--- src/rtl/serial_restore_adder_pkg.sv ---
// Shared definitions for the bit-serial restore adder: state encoding
// and the default operand width.
package serial_restore_adder_pkg;

    // Operand width used when the top is instantiated without override.
    localparam int DEFAULT_WIDTH = 8;

    // Controller states; encodings are fixed so waveforms stay readable.
    typedef enum logic [1:0] {
        IDLE  = 2'd0,
        SHIFT = 2'd1,
        DONE  = 2'd2
    } state_t;

endpackage

--- src/rtl/full_adder_bit.sv ---
// One-bit full adder. The serial adder reuses this single cell once per
// cycle instead of building a W-bit ripple chain.
module full_adder_bit (
    input  logic a,
    input  logic b,
    input  logic cin,
    output logic s,
    output logic cout
);

    // Plain sum and majority-carry equations.
    always_comb begin
        s    = a ^ b ^ cin;
        cout = (a & b) | (a & cin) | (b & cin);
    end

endmodule

--- src/rtl/serial_restore_adder.sv ---
// Bit-serial LSB-first adder that rebuilds the minuend a = d + b mod 2^W
// from the subtractor's difference and subtrahend, one bit per cycle.
// Optional feature macro: SERIAL_RESTORE_ADDER_CHECK_EN. When defined, the
// subtractor's borrow is captured and compared against the final carry to
// flag a mismatch; otherwise mismatch is tied low and no capture is built.
module serial_restore_adder
    import serial_restore_adder_pkg::*;
#(
    parameter int W = DEFAULT_WIDTH
) (
    input  logic         clk,
    input  logic         rst,
    input  logic         start,
    input  logic [W-1:0] diff_in,
    input  logic [W-1:0] sub_in,
    input  logic         borrow_in,
    output logic         busy,
    output logic         done,
    output logic [W-1:0] sum_out,
    output logic         carry_out,
    output logic         mismatch
);

    // Counter must hold W-1 without wrapping, including the W=1 case.
    localparam int CW = $clog2(W) + 1;
    localparam logic [CW-1:0] LAST_BIT = CW'(W - 1);

    state_t state_q, state_d;

    logic [W-1:0]  diffShift_q;
    logic [W-1:0]  subShift_q;
    logic [W-1:0]  result_q;
    logic [CW-1:0] count_q;
    logic          carry_q;
    logic          carryOut_q;
    logic          done_q;

    logic          sumBit;
    logic          carryNext;
    logic [W-1:0]  diffShift_d;
    logic [W-1:0]  subShift_d;
    logic [W-1:0]  result_d;

    // The single adder cell always looks at the current operand LSBs.
    full_adder_bit uAdder (
        .a    (diffShift_q[0]),
        .b    (subShift_q[0]),
        .cin  (carry_q),
        .s    (sumBit),
        .cout (carryNext)
    );

    // Shifted versions of the operand and result registers; the sum bit
    // enters at the MSB so bit i ends up at position i after W shifts.
    always_comb begin
        diffShift_d = diffShift_q >> 1;
        subShift_d  = subShift_q >> 1;
        result_d    = result_q >> 1;
        result_d[W-1] = sumBit;
    end

    // State register; reset returns the controller to IDLE.
    always_ff @(posedge clk) begin
        if (rst) begin
            state_q <= IDLE;
        end else begin
            state_q <= state_d;
        end
    end

    // Next-state logic: start only matters in IDLE, DONE lasts one cycle.
    always_comb begin
        state_d = state_q;
        case (state_q)
            IDLE: begin
                if (start) begin
                    state_d = SHIFT;
                end
            end
            SHIFT: begin
                if (count_q == LAST_BIT) begin
                    state_d = DONE;
                end
            end
            DONE: begin
                state_d = IDLE;
            end
            default: begin
                state_d = IDLE;
            end
        endcase
    end

    // Outputs derived from state and the result registers.
    always_comb begin
        busy      = (state_q == SHIFT) || (state_q == DONE);
        done      = done_q;
        sum_out   = result_q;
        carry_out = carryOut_q;
    end

    // Serial datapath: capture on start, one add-and-shift per SHIFT cycle,
    // publish the final carry and raise done while leaving DONE.
    always_ff @(posedge clk) begin
        if (rst) begin
            diffShift_q <= '0;
            subShift_q  <= '0;
            result_q    <= '0;
            count_q     <= '0;
            carry_q     <= 1'b0;
            carryOut_q  <= 1'b0;
            done_q      <= 1'b0;
        end else begin
            done_q <= (state_q == DONE);
            case (state_q)
                IDLE: begin
                    if (start) begin
                        diffShift_q <= diff_in;
                        subShift_q  <= sub_in;
                        result_q    <= '0;
                        count_q     <= '0;
                        carry_q     <= 1'b0;
                        carryOut_q  <= 1'b0;
                    end
                end
                SHIFT: begin
                    diffShift_q <= diffShift_d;
                    subShift_q  <= subShift_d;
                    result_q    <= result_d;
                    carry_q     <= carryNext;
                    count_q     <= count_q + CW'(1);
                end
                DONE: begin
                    carryOut_q <= carry_q;
                end
                default: begin
                end
            endcase
        end
    end

`ifdef SERIAL_RESTORE_ADDER_CHECK_EN
    logic borrow_q;
    logic mismatch_q;

    // Borrow capture and carry comparison; cleared on every accepted start
    // so a stale flag never survives into the next operation.
    always_ff @(posedge clk) begin
        if (rst) begin
            borrow_q   <= 1'b0;
            mismatch_q <= 1'b0;
        end else if ((state_q == IDLE) && start) begin
            borrow_q   <= borrow_in;
            mismatch_q <= 1'b0;
        end else if (state_q == DONE) begin
            mismatch_q <= carry_q ^ borrow_q;
        end
    end

    assign mismatch = mismatch_q;
`else
    logic unusedBorrow;

    assign unusedBorrow = borrow_in;
    assign mismatch     = 1'b0;
`endif

endmodule

--- config.mk ---
export PLATFORM = sky130hd
export DESIGN_NAME = serial_restore_adder
export DESIGN_NICKNAME = d
export VERILOG_FILES = /design/src/rtl/serial_restore_adder_pkg.sv /design/src/rtl/full_adder_bit.sv /design/src/rtl/serial_restore_adder.sv
export SDC_FILE = /design/constraint.sdc
export NUM_CORES = 1
export LEC_CHECK = 0
export CORE_UTILIZATION = 30
export DETAILED_ROUTE_END_ITERATION = 10
export PLACE_DENSITY = 0.55
export SLEW_MARGIN = 20
export SYNTH_ARGS = -nofsm -noshare
export SYNTH_HDL_FRONTEND = slang
export SYNTH_SLANG_ARGS = --single-unit
export TNS_END_PERCENT = 5
--- constraint.sdc ---
create_clock -name clk -period 1.9 [get_ports clk]
set_input_delay 0.19 -clock clk [delete_from_list [all_inputs] [get_ports clk]]
set_output_delay 0.19 -clock clk [all_outputs]
set_load 0.03 [all_outputs]
=== Word-level counts from Yosys, hierarchy flattened ===
Index checks and enable logic that the tools add are counted.

* Equality and inequality tests: 5
* Bitwise gates (word level): 7
* Add/sub/neg operators: 1
* Reduce and logical (&&, ||, !) cells: 7
* Muxes and demuxes: 14

{| class="wikitable"
|+ Operators with widths
! cell !! number
|-
| $pmux W8 S2 || 3
|-
| $mux W8 || 3
|-
| $pmux W4 S2 || 1
|-
| $reduce_and A2 Y1 || 3
|-
| $add A4 B1 Y4 const B || 1
|-
| $eq A4 B3 Y1 const B || 1
|-
| $mux W2 || 2
|-
| $mux W4 || 1
|-
| $ne A2 B2 Y1 const B || 2
|-
| $pmux W1 S2 || 2
|-
| $pmux W2 S2 || 1
|-
| $reduce_bool A2 Y1 || 2
|-
| $and A1 B1 Y1 || 3
|-
| $eq A2 B1 Y1 const B || 1
|-
| $eq A2 B2 Y1 const B || 1
|-
| $logic_not A2 Y1 || 1
|-
| $or A1 B1 Y1 || 2
|-
| $xor A1 B1 Y1 || 2
|-
| $logic_or A1 B1 Y1 || 1
|-
| $mux W1 || 1
|}

* Word-level logic and storage cells: 42
* Output and inout bits: 12
* Flip-flop bits (word level): 33
* Bits of input ports: 20

=== Depth between registers and ports, before layout ===
Gate-level depths: netlist (run 1).

* Depth in word-level cells: 4
* Depth in mapped cells: 7
* Depth with buffers taken out: 5

=== Modules after synthesis ===
Synthesis (run 1) repeated with hierarchy kept, for this count alone.

* Cells, all modules: 175
* Area total of the unflattened synthesis: 1761.7 um^2

{| class="wikitable"
|+ Modules (own cells, without submodules)
! module !! cells an instance !! area an instance (um^2) !! times used
|-
| serial_restore_adder || 174 || 1741.7 || 1
|-
| full_adder_bit || 1 || 20.0 || 1
|}

=== Worst setup path after synthesis (run 1) ===
No wires, ideal clock.

* Path type: register -> register
* Start point: register state_q[0]
* End point: register subShift_q[1]
* Data arrival time: 1.366 ns
* Data required time: 1.760 ns
* Cell stages (with the launch flop): 8
* Slack: 0.394 ns
* Path through: dfxtp_1 inv_1 ha_1 buf_6 mux2_4 buf_4 nor2_1 a211oi_2

* Longest elaborated chain between the ends: 3
* Elaborated cells on any way between the ends: 6
* Classes of those cells: 2 x eq/ne; 1 x mux; 3 x reduce/logical

{| class="wikitable"
|+ RTL lines
! element !! line !! RTL
|-
| from (decl) || serial_restore_adder.sv:28 || <nowiki>state_t state_q, state_d;</nowiki>
|-
| from (signal assigned) || serial_restore_adder.sv:67 || <nowiki>state_q <= state_d;</nowiki>
|-
| $eq A2 B1 Y1 or $logic_not A2 Y1 (tied branches) || serial_restore_adder.sv:115 || <nowiki>case (state_q)</nowiki>
|-
| $reduce_bool A2 Y1 (no line) or $ne A2 B2 Y1 (tied branches) || -- ||
|-
| $reduce_and A2 Y1 (no line) || -- ||
|-
| to (signal assigned) || serial_restore_adder.sv:119 || <nowiki>subShift_q <= sub_in;</nowiki>
|-
| to (signal assigned) || serial_restore_adder.sv:128 || <nowiki>subShift_q <= subShift_d;</nowiki>
|-
| to (decl) || serial_restore_adder.sv:31 || <nowiki>logic [W-1:0] subShift_q;</nowiki>
|}

Several ways; a longest one is shown, not always the timed one.
A chain may end at the register's enable or synchronous reset.

=== Worst setup path in the final report (run 1) ===
* Start point: register state_q[0]
* End point: register diffShift_q[3]

* Longest elaborated chain between the ends: 3
* Elaborated cells on any way between the ends: 6
* Classes of those cells: 2 x eq/ne; 1 x mux; 3 x reduce/logical

{| class="wikitable"
|+ RTL lines
! element !! line !! RTL
|-
| $eq A2 B1 Y1 or $logic_not A2 Y1 (tied branches) || serial_restore_adder.sv:115 ||
|-
| $reduce_bool A2 Y1 (no line) or $ne A2 B2 Y1 (tied branches) || -- ||
|-
| $reduce_and A2 Y1 (no line) || -- ||
|-
| to (signal assigned) || serial_restore_adder.sv:118 || <nowiki>diffShift_q <= diff_in;</nowiki>
|-
| to (signal assigned) || serial_restore_adder.sv:127 || <nowiki>diffShift_q <= diffShift_d;</nowiki>
|-
| to (decl) || serial_restore_adder.sv:30 || <nowiki>logic [W-1:0] diffShift_q;</nowiki>
|}

Several ways; a longest one is shown, not always the timed one.

==> results.ini, run 1 <==
[worst_setup_path]
required_ns = 2.11
worstPathArrival_ns = 1.93
critPathLaunchType = flop
path_class = flop to flop
end_kind = flop
path_max_fanout = 31

[route]
wl_um = 3410
vias_per_cell = 4.93
drc = 0
final_antenna_net_count = 0
wl_per_cell_um = 12.7
drt_iter0_drc = 65
dr_total_vias = 1322
firstDrtPassIters = 5

[sta]
fin_skew_ns = 0.00330
setup_violations = 0
hold_ws_ns = 0.451
slew_violations = 0
post-route-period-util_pct = 90.6
max_freq_mhz = 581
setup-tns-final_ns = 0
final.min_clock_period_ns = 1.72
finalHoldViolCount = 0
grt_setup_unrepaired = no

[power]
p_int_mw = 1.31
clkPwrFrac_pct = 31.1
power_mw = 1.89
netSwitchingFraction_pct = 30.8
peakVddDrop_uv = 266
seqPwrFrac_pct = 42.1
p_per_area_nw_per_um2 = 869
comb_power_share_pct = 26.8
switching_power_mw = 0.582
p_leak_nw = 0.801

[die]
coreArea_sq_um = 5570
core.rowCount = 27
start_util_pct = 31.4
die-area_sq_um = 6150
ioPinCount = 32
die_x_um = 78.4
die_y_um = 78.4

[clock_tree]
cts-root-buf = clkbuf_8
cts_tree = yes
cts-buffers-inserted = 5
path_clk_slew_ns = 0.07
clock_latency_ns = 0.29
clock_tree.buffer_depth = 2
htree_levels = 2
cts_num_sinks = 33

[finish]
n_antenna_cell = 0
syn2layout_area_growth_pct = 24.2
drive_gt1_share_pct = 20.4
finalNetCount = 221

[synthesis]
synth_ff_type = dfxtp_1
synth_edf_count = 0
synth.avg_cell_area_sq_um = 10.4
synthTopCellsByArea = dfxtp_1 (38%), a211oi_2 (10%), mux2i_1 (9.1%)
synth_cells = 168
yosysTopAreaCell = dfxtp_1
synthArstFlopShare_pct = 0
yosys-top-cells-count = dfxtp_1 (33), nor2_1 (26), mux2i_1 (16)
yosys_warnings = 0
ys_ff_latch = 33
synth_area_sq_um = 1750
synth_top_area_share_pct = 37.7
syn_nets = 194
yosysMostFrequentCell = dfxtp_1
synth_cell_types = 37
synth_seq_area_share_pct = 37.7

[grt]
grt_overflow = 0
grt_max_degree = 40
antenna_found_initial = 0
grt_pass1_wl_um = 5730
grt_pass1_vias = 1283
grt_usage_pct = 11.8

[placed_design]
dp_hpwl_um = 2300
numPortBuffers = 29
place_congestion = 0.755

[job]
cap_violations = 0

[worst_hold_path]
hp-class = flop to flop

[run_status]
outcome = complete, no violations

[per-layer routing]
metal  vias to the layer above  wire, um  track usage (%)
met2                        29      1510             18.6
met5                         -         0                0
met1                       623      1660             14.3
li1                        663         -                -
met4                         0        60             5.93
met3                         7       175             3.84
[per-stage QoR]
stage	area (sq um)	std cells	util, %	worst slack (ns)
4_1_cts	2170	268	39.0	0.0113
3_3_place_gp	2070	260	37.2	0.215
2_1_floorplan	1750	168	-	0.394
6_report	2180	268	39.0	0.179
5_1_grt	2180	268	39.0	0.0329
3_5_place_dp	2070	260	37.2	0.192
[logic make-up (layout without fill, tap and decap cells)]
family	after synthesis	after routing	share of synthesized area (%)
buf+inv	18	46	7.36
compound gates	38	38	21.6
fa+ha+maj	6	6	4.71
mux	24	24	14.5
xor+xnor	1	1	0.500
other cells	1	1	0.214
simple gates	47	47	13.4
flops	33	33	37.7
[registers in the layout, summed over array words and instances, names as in the netlist]
register and count:
diffShift_q 8, subShift_q 8, sum_out 8, count_q 4
state_q 2, carry_out 1, carry_q 1, done 1
[power by group through the flow]
stage / Combinational (mW) / Clock, mW / Sequential (mW)
finish: 0.507 / 0.589 / 0.796
detailed placement: 0.517 / 0 / 0.812
global route: 0.557 / 0.633 / 0.805
CTS: 0.518 / 0.602 / 0.797
floorplan: 0.428 / 0 / 0.808
global placement: 0.510 / 0 / 0.811
[cell type report]
type / instances / area [sq um]
Clock buffer: 7 / 96.3
Sequential cell: 33 / 661
Timing Repair Buffer: 35 / 350
Clock inverter: 1 / 5.00
Inverter: 3 / 11.3
Tap cell: 72 / 90.1
Fill cell: 587 / 3400
Multi-Input combinational cell: 117 / 962
[path summary, 6_finish.rpt]
path                      start             end  slack, ns  cells after the start
hold / removal    subShift_q[7]   subShift_q[7]       0.45                      2
hold reg to reg   subShift_q[7]   subShift_q[7]       0.45                      2
setup / recovery     state_q[0]  diffShift_q[3]       0.18                      5
setup reg to reg     state_q[0]  diffShift_q[3]       0.18                      5
[cells in the final DEF, fill, tap and decap left out, types with 4 or more instances in the layout]
cell	instances
nor2b_1	4
buf_4	5
mux2_2	7
o21ai_0	4
nor2_1	26
a211oi_2	14
clkdlybuf4s50_1	28
nand3b_1	4
ha_1	5
clkbuf_8	7
a21oi_1	5
a222oi_1	7
dfxtp_1	33
mux2i_1	16
nand2b_1	4
[worst max-delay path: stages (launching register included)]
cell and delay [ns]:
dfxtp_1 0.34, inv_1 0.10, ha_1 0.41, mux2_4 0.49, nor2_1 0.09, a211oi_2 0.20
[repair_timing]
action / 4_1_cts / 5_1_grt
resized for setup: 0 / 1
hold buffers: 0 / 0
setup buffers: 0 / 0
endpoints found under the setup margin: 0 / 1
Power figures use the tool's default switching activity.
==> run 2: changes to the inputs <==
CORE_UTILIZATION = 52   (was 30)
PLACE_DENSITY = 0.83   (was 0.55)
==> results.ini, run 2 (synthesis results as in run 1) <==
[run_status]
outcome = complete, no violations

[placed_design]
place_area_sq_um = 2030
place_congestion = 0.800
dp_hpwl_um = 2300
numPortBuffers = 29

[die]
die-area_sq_um = 3600
die_x_um = 60.0
ioPinCount = 32
die_y_um = 60.0
core.rowCount = 20
start_util_pct = 56.0
coreArea_sq_um = 3130

[route]
drc = 0
wl_per_cell_um = 14.0
dr_total_vias = 1328
final_antenna_net_count = 0
drt_iter0_drc = 72
wl_um = 3340
vias_per_cell = 5.56
firstDrtPassIters = 4

[grt]
grt_usage_pct = 21.4
grt_pass1_vias = 1309
grt_overflow = 0
grt_pass1_wl_um = 5660
grt_max_degree = 40
antenna_found_initial = 0

[sta]
final.min_clock_period_ns = 1.71
finalHoldViolCount = 0
fin_skew_ns = 0.00771
max_freq_mhz = 583
slew_violations = 0
setup-tns-final_ns = 0
post-route-period-util_pct = 90.2
setup_violations = 0
grt_setup_unrepaired = no

[power]
peakVddDrop_uv = 735
p_leak_nw = 0.777
p_per_area_nw_per_um2 = 869

[finish]
final_core_util_pct = 67.6
layout_common_cells = dfxtp_1 (33), clkdlybuf4s50_1 (28), nor2_1 (26)
design_area_sq_um = 2120
n_antenna_cell = 0
final_common_cell = dfxtp_1
syn2layout_area_growth_pct = 20.8
drive_gt1_share_pct = 20.0
finalNetCount = 220

[worst_setup_path]
required_ns = 2.16
end_kind = flop
critPathLaunchType = flop
worstPathArrival_ns = 1.97
path_class = flop to flop
path_max_fanout = 39
rrSetupSlack_ns = 0.19

[clock_tree]
cts-root-buf = clkbuf_4
cts_tree = yes
cts_num_sinks = 33
htree_levels = 2
path_clk_slew_ns = 0.10
clock_latency_ns = 0.33
cts-buffers-inserted = 5
clock_tree.buffer_depth = 2

[job]
cap_violations = 0

[worst_hold_path]
hp-class = input port to flop

==> run 2: changes by cell type in the layout (fill, tap and decap cells not counted), sizes merged <==
cell	delta
buf	-1
bufinv	+1
clkinv	-1
dlygate4sd2	+1
dlymetal6s2s	-1
==> run 2: final timing paths <==
check	endpoint	cells past startpoint	startpoint
max reg2reg	subShift_q[0]	6	state_q[1]
min	diffShift_q[7]	3	diff_in[7]
min reg2reg	diffShift_q[7]	2	diffShift_q[7]
max	subShift_q[0]	6	state_q[1]
==> run 2: layout make-up <==
| type | count | area, sq um |
|---|---|---|
| clock buffers | 7 | 55.1 |
| multi-input cells | 117 | 965 |
| flip-flops and latches | 33 | 661 |
| repair buffers | 34 | 339 |
| clock inverters | 1 | 30.0 |
| inverters | 3 | 11.3 |
| fillers | 245 | 1010 |
| well taps | 44 | 55.1 |
==> run 2: per-layer routing <==
metal	part of all wire (%)	vias up	routed length [um]	track usage (%)
li1	-	663	-	-
met1	43	628	1440	23.2
met2	51	32	1690	38.3
met3	5.1	5	170	6.93
met4	0.93	0	31	7.97
met5	0	-	0	0
==> run 2: metrics by stage <==
step	instances	hold slack [ns]	worst slack [ns]	total power [mW]
2_1_floorplan	168	0.354	0.394	1.24
3_3_place_gp	231	0.443	0.217	1.30
3_5_place_dp	231	0.451	0.0746	1.32
4_1_cts	239	0.431	0.0728	1.86
5_1_grt	239	0.431	0.0643	1.94
6_report	239	0.440	0.186	1.84
==> run 2: worst max-delay path, cell delays in order, from the launching register on <==
cell,delay (ns)
dfxtp_1,0.33
inv_1,0.10
ha_1,0.20
buf_12,0.23
mux2_4,0.44
nor2_1,0.12
a211oi_2,0.21
==> run 2: what timing repair did <==
| item | CTS | global route |
|---|---|---|
| buffers inserted | 0 | 0 |
| resized for setup | 1 | 1 |
| setup endpoints to repair | 1 | 10 |
| hold buffers | 0 | 0 |
| pin swaps | 0 | 0 |
==> run 2: report_power, final <==
part | internal (mW) | total, mW | switching (mW)
registers | 0.757 | 0.796 | 0.0383
logic | 0.221 | 0.505 | 0.284
clock network | 0.314 | 0.538 | 0.224
==> run 3: changes to the inputs <==
SKIP_LAST_GASP = 1   (was unset)
==> results of run 3 <==
No change in the layout: final DEF, timing and power equal those of run 2.
